## config.mk

```make
export PLATFORM = sky130hd
export DESIGN_NAME = bios_loadable_rom
export DESIGN_NICKNAME = d
export VERILOG_FILES = /design/src/rtl/bios_loadable_rom.sv
export SDC_FILE = /design/constraint.sdc
export NUM_CORES = 1
export LEC_CHECK = 0
export CAP_MARGIN = 10
export CORE_ASPECT_RATIO = 0.5
export CORE_MARGIN = 10
export CORE_UTILIZATION = 60
export CTS_BUF_LIST = sky130_fd_sc_hd__clkbuf_16
export DETAILED_ROUTE_END_ITERATION = 12
export PLACE_DENSITY_LB_ADDON = 0.25
export SLEW_MARGIN = 25
export SYNTH_ARGS = -nofsm -noshare
export SYNTH_HDL_FRONTEND = slang
export SYNTH_SLANG_ARGS = --single-unit
export TNS_END_PERCENT = 5
```

## constraint.sdc

```tcl
create_clock -name clock -period 2.7 [get_ports clock]
set_clock_uncertainty 0.1 [all_clocks]
set_input_delay 0.405 -clock clock [delete_from_list [all_inputs] [get_ports clock]]
set_output_delay 0.405 -clock clock [all_outputs]
set_load 0.05 [all_outputs]
```

## src/rtl/bios_loadable_rom.sv

```systemverilog
// bios_loadable_rom: DEPTH x WIDTH code memory for the i281 CPU.
// Reset restores the factory image; a valid/ready word stream followed by an
// XOR checksum word can reload it at run time while the CPU is held.
module bios_loadable_rom #(
  parameter int unsigned                   WIDTH      = 16,
  parameter int unsigned                   DEPTH      = 16,
  parameter int unsigned                   AW         = $clog2(DEPTH),
  parameter logic [WIDTH*DEPTH-1:0]        INIT_IMAGE = '0
) (
  input  logic             clock,
  input  logic             reset_n,
  input  logic [AW-1:0]    rd_addr,
  output logic [WIDTH-1:0] rd_data,
  input  logic             load_start,
  input  logic             load_valid,
  input  logic [WIDTH-1:0] load_data,
  output logic             load_ready,
  output logic             cpu_hold,
  output logic             load_done,
  output logic             load_err,
  output logic [AW:0]      word_count
);

  localparam int unsigned CW = AW + 1;

  typedef enum logic [1:0] {
    IDLE  = 2'd0,
    LOAD  = 2'd1,
    CHECK = 2'd2
  } state_t;

  state_t           state_q, state_d;
  logic [WIDTH-1:0] mem [DEPTH];
  logic [WIDTH-1:0] csum_q, csum_d;
  logic [CW-1:0]    count_d;
  logic             err_d;
  logic             done_d;
  logic             wr_en;
  logic             xfer;

  // A word moves only when the stream offers it and we are accepting.
  assign xfer = load_valid && load_ready;

  // Combinational fetch path; a write lands on the edge, so the old word shows until then.
  assign rd_data = mem[rd_addr];

  // Next-state, checksum, counter and write-enable decode.
  always_comb begin
    state_d = state_q;
    csum_d  = csum_q;
    count_d = word_count;
    err_d   = load_err;
    done_d  = 1'b0;
    wr_en   = 1'b0;
    unique case (state_q)
      IDLE: begin
        if (load_start) begin
          state_d = LOAD;
          csum_d  = '0;
          count_d = '0;
          err_d   = 1'b0;
        end
      end
      LOAD: begin
        if (xfer) begin
          wr_en   = 1'b1;
          csum_d  = csum_q ^ load_data;
          count_d = (word_count == CW'(DEPTH)) ? word_count : word_count + CW'(1);
          if (word_count == CW'(DEPTH - 1)) begin
            state_d = CHECK;
          end
        end
      end
      CHECK: begin
        if (xfer) begin
          err_d   = (load_data != csum_q);
          done_d  = 1'b1;
          state_d = IDLE;
        end
      end
      default: begin
        state_d = IDLE;
      end
    endcase
  end

  // State, status and handshake registers; ready/hold are pure state decode.
  always_ff @(posedge clock or negedge reset_n) begin
    if (!reset_n) begin
      state_q    <= IDLE;
      csum_q     <= '0;
      word_count <= '0;
      load_err   <= 1'b0;
      load_done  <= 1'b0;
      load_ready <= 1'b0;
      cpu_hold   <= 1'b0;
    end else begin
      state_q    <= state_d;
      csum_q     <= csum_d;
      word_count <= count_d;
      load_err   <= err_d;
      load_done  <= done_d;
      load_ready <= (state_d != IDLE);
      cpu_hold   <= (state_d == LOAD) || (state_d == CHECK);
    end
  end

  // Memory array: reset restores the factory image, loads overwrite in order.
  always_ff @(posedge clock or negedge reset_n) begin
    if (!reset_n) begin
      for (int i = 0; i < int'(DEPTH); i++) begin
        mem[i] <= INIT_IMAGE[i*WIDTH +: WIDTH];
      end
    end else if (wr_en) begin
      mem[word_count[AW-1:0]] <= load_data;
    end
  end

endmodule
```

After elaboration in Yosys (flattened, before gate mapping)
Index checks and enable logic that the tools add are counted.
{"block": "classes", "add_sub_neg": 1, "n_lt_le_gt_ge": 3, "eq_ne": 11, "n_mux": 24, "n_bitwise": 3, "reduce_logical": 10}
{"operator": "$bwmux 256", "n": 1}
{"operator": "$mux 16", "n": 5}
{"operator": "$bmux 16 s4", "n": 1}
{"operator": "$demux 16 s4", "n": 1}
{"operator": "$pmux 16 s2", "n": 1}
{"operator": "$ne 16x16->1", "n": 1}
{"operator": "$xor 16x16->16", "n": 1}
{"operator": "$mux 5", "n": 3}
{"operator": "$ge 5x5->1 const B", "n": 2}
{"operator": "$not 4->5", "n": 2}
{"operator": "$pmux 5 s2", "n": 1}
{"operator": "$mux 2", "n": 4}
{"operator": "$ne 2x2->1 const B", "n": 4}
{"operator": "$pmux 2 s3", "n": 1}
{"operator": "$reduce_and 3->1", "n": 2}
{"operator": "$reduce_bool 2->1", "n": 3}
{"operator": "$add 5x1->5 const B", "n": 1}
{"operator": "$eq 5x4->1 const B", "n": 1}
{"operator": "$eq 5x5->1 const B", "n": 1}
{"operator": "$lt 5x1->1 const B", "n": 1}
{"operator": "$mux 1", "n": 5}
{"operator": "$eq 2x1->1 const B", "n": 2}
{"operator": "$eq 2x2->1 const B", "n": 2}
{"operator": "$reduce_and 4->1", "n": 1}
{"operator": "4 further kinds", "n": 5}
{"block": "totals", "reg_bits": 283}

Longest topological paths before layout
{"block": "depth", "word_depth": 6, "ltp_mapped": 9, "ltp_nobuf": 8}

Least setup slack after synthesis
Ideal clock, no wire load.
{"block": "synth_path", "path_type": "input to output", "from": "input port rd_addr[0]", "to": "output port rd_data[10]", "arrival_time_ns": 1.931, "required_time_ns": 2.195, "slack_ns": 0.264, "cell_stages": 5, "cell_sequence": "buf_2 -> buf_2 -> mux4_2 -> a22oi_1 -> nand2_1"}
{"block": "synth_via", "elab_chain_len": 4}
{"item": "from (decl)", "line_no": "12", "source": "input logic [AW-1:0] rd_addr,"}
{"item": "$not 4->5 (implied by the code)", "line_no": "45", "source": "assign rd_data = mem[rd_addr];"}
{"item": "$bmux 16 s4", "line_no": "45"}
{"item": "$mux 16 (implied by the code) (2 in series)", "line_no": "45"}
{"item": "to (decl)", "line_no": "13", "source": "output logic [WIDTH-1:0] rd_data,"}
Every way passes these cells. The select of a mux whose other input is x is not followed.

Worst setup path in the final report
Ends and elaborated chain as after synthesis.

==> results by group <==
Logic synthesis
  – Sequential-to-total area share from yosys stat: 53.8%
  – Async SR Flop Fraction: 100%
  – Syn Inst Count: 886
  – #FFs+latches synth: 283
  – Synth area leaders: dfrtp_1, mux2_2, mux4_2, a22oi_1, buf_6
  – Synth area leader: dfrtp_1
  – XOR/XNOR Fraction of Synth Area: 1.06%
  – Synth top cells by count: dfrtp_1, mux2_2, mux4_2
  – Syn Area/Cell: 14.9 sq um
  – Netlist cell types: 40
  – Post-Synth Simple-Gate Area: 3.81%
  – Mux share of post-synthesis cell area: 33.3%
  – Synth Area in Adders: 0.570%
  – Post-synthesis compound-gate area fraction: 3.82%
  – Largest family of logic cells by synthesized area: multiplexers
  – Yosys top cell area share: 53.8%
  – Cell Area, Synth: 0.0132 sq mm
  – Number of synthesized flops with an enable pin: 0
  – Synth Flop Type: dfrtp_1
  – Yosys warns: 0
  – Syn nets: 916
  – Most used standard cell by instance count after synthesis: dfrtp_1

Global route
  – Number of global-route vias before repair: 8326
  – Initial antenna violation count: 0
  – Maximum number of pins on one net before global-route repair: 68
  – First-pass GRT wire length: 48.3 mm
  – GRT Resource Usage Total: 21.4%
  – Overflow after GRT: 0

Finish
  – Layout cell share with drive strength beyond 1: 47.1%
  – Final net count: 954
  – Area Growth Syn to Fin: 15.1%
  – N_diodes: 0
  – Finished Layout Cells: 1242

Drt
  – DRC Markers: 0
  – DR WL/cell: 24.6 microns
  – Antenna Nets Post-Route: 0
  – Routed vias/inst: 6.22
  – Final WL: 30.5 mm
  – Via count: 7730
  – Drt first pass iters: 5
  – First-iteration detailed-routing DRC count: 679

Floorplan
  – Num rows: 38
  – Die area: 0.0286 sq mm
  – Initial Util: 60.9%
  – Die Y: 125 microns
  – Core box area: 0.0216 sq mm
  – Die Wd: 230 microns
  – Top Ports: 49

Clock tree
  – CTS Buf Count: 25
  – Root buffer cell: clkbuf_16
  – Sink Count: 283
  – Reg clk slew, reported paths: 0.06 ns
  – Clock Path Buffers: 3
  – Htree depth: 1
  – Clk Latency, worst-skew pair: 0.51 ns
  – CTS tree: built
  – Setup Buffers After CTS: 0

Placement
  – Routability cong.: 0.790
  – DP HPWL: 18.5 mm
  – Dpl cells: 1196
  – IO buf count: 48
  – Dpl ws: 0.0707 ns

Power
  – Static Leakage: 6.97 nW
  – Power density over cell area: 1100 mW/mm^2
  – Max VDD drop: 0.942 mV
  – Pwr Total: 16.7 mW

STA
  – RSZ-0062 raised after global routing: false
  – Final min period: 2.55 ns
  – Setup tns final: 0 ns
  – Final Hold Fails: 0
  – Fmax: 0.392 GHz
  – Setup ws final: 0.146 ns
  – Worst slew margin: 46.4%
  – Final setup viols: 0
  – Tightest Pin Transition: 0.804 ns
  – Fin crit share: 94.6%
  – Fin. max-slew vios: 0

Critical path
  – Crit start category: input pin
  – RR Endpoint: mem[158]
  – Largest fanout on the critical path: 27
  – Reg2reg start: state_q[0]
  – Critical path endpoint category: output port
  – Critical Path Sink: rd_data[10]
  – R2R cell count: 4
  – Flop2flop setup slack: 0.58 ns
  – Worst endpoint required time: 2.19 ns
  – Arrival time at the worst endpoint: 2.05 ns
  – Critical Path Source: rd_addr[0]
  – Kind of critical path: in -> out

Run status
  – Status: finished clean

Flow run
  – Max-Cap Viols: 0

Worst hold path
  – Hold Crit Class: in -> async
power breakdown:
part           internal (mW)  leakage [nW]  switching, mW
Sequential              6.08          3.62           1.00
Clock                   2.65         0.477           1.58
Combinational           3.04          2.87           2.39
Total                   11.8          6.97           4.98
worst min-delay path by stage:
stage / endpoint / start / slack [ns] / depth (start not counted)
floorplan: cpu_hold / reset_n / 0.009 / 0
global placement: load_done / reset_n / 0.30 / 1
finish: state_q[0] / reset_n / 0.33 / 2
CTS: load_done / reset_n / 0.35 / 2
global route: state_q[0] / reset_n / 0.39 / 2
detailed placement: load_done / reset_n / 0.30 / 1
final cells by class:
type | instances | area (sq um)
Multi-Input combinational cell | 514 | 5610
Clock inverter | 20 | 350
Timing Repair Buffer | 92 | 1100
Inverter | 8 | 30.0
Sequential cell | 283 | 7080
Fill cell | 1435 | 6470
Tap cell | 300 | 375
Clock buffer | 25 | 626
flip-flops by register name, summed over array words and instances (netlist names):
signal	flops
csum_q	16
load_ready	1
word_count	5
cpu_hold	1
load_done	1
mem	256
load_err	1
state_q	2
placed cells by master (no fill, tap or decap), types with 2 or more instances in the layout:
| cell type | synthesis | final |
|---|---|---|
| clkinv_1 | 0 | 4 |
| nand3_1 | 4 | 4 |
| nand4_1 | 3 | 3 |
| mux2_2 | 245 | 245 |
| nand2b_1 | 3 | 3 |
| ha_1 | 6 | 6 |
| mux4_2 | 64 | 64 |
| inv_1 | 8 | 9 |
| nor2b_2 | 0 | 2 |
| nor3_2 | 2 | 2 |
| nand2_4 | 8 | 8 |
| xnor2_1 | 16 | 16 |
| o21ai_0 | 32 | 32 |
| nand2_2 | 8 | 8 |
| nor3b_1 | 2 | 2 |
| and3_1 | 3 | 3 |
| a22oi_1 | 33 | 33 |
| clkbuf_16 | 0 | 25 |
| buf_4 | 2 | 34 |
| bufinv_16 | 0 | 10 |
| a21oi_1 | 3 | 3 |
| a21o_1 | 2 | 2 |
| nand2_1 | 34 | 34 |
| dfrtp_1 | 283 | 283 |
| mux2_4 | 12 | 12 |
| nor2_1 | 19 | 19 |
| buf_12 | 0 | 26 |
| clkdlybuf4s50_1 | 0 | 29 |
| clkinv_2 | 0 | 3 |
per-layer routing:
metal,vias to the layer above,track usage [%],share of wire (%)
li1,3324,-,-
met1,4175,31.2,47
met2,200,32.8,46
met3,31,4.57,6.1
met4,0,3.56,1.3
met5,-,0,0
cell families after synthesis:
kind of cell	count (synthesis)
adder cells (fa/ha/maj)	6
multiplexers	321
flip-flops	283
XOR/XNOR	16
AND/OR/NAND/NOR	93
AO/OA/AOI/OAI	78
buffers and inverters	89
critical path: stages:
cell	delay, ns
buf_4	0.20
buf_12	0.27
mux4_2	0.56
a22oi_1	0.21
nand2_1	0.18
buf_12	0.19
what timing repair did:
item                      in CTS  in global routing
hold buffers                   1                  0
hold endpoints to repair      60                  0
gates resized for setup        0                  0
stage by stage:
stage | cell area (sq um) | hold slack (ns) | util (%)
global route | 15200 | 0.395 | 70.1
finish | 15200 | 0.334 | 70.1
floorplan | 13200 | 0.00941 | -
global placement | 14200 | 0.297 | 65.5
CTS | 15200 | 0.351 | 70.1
detailed placement | 14200 | 0.299 | 65.5
(Power assumes the default switching activity.)
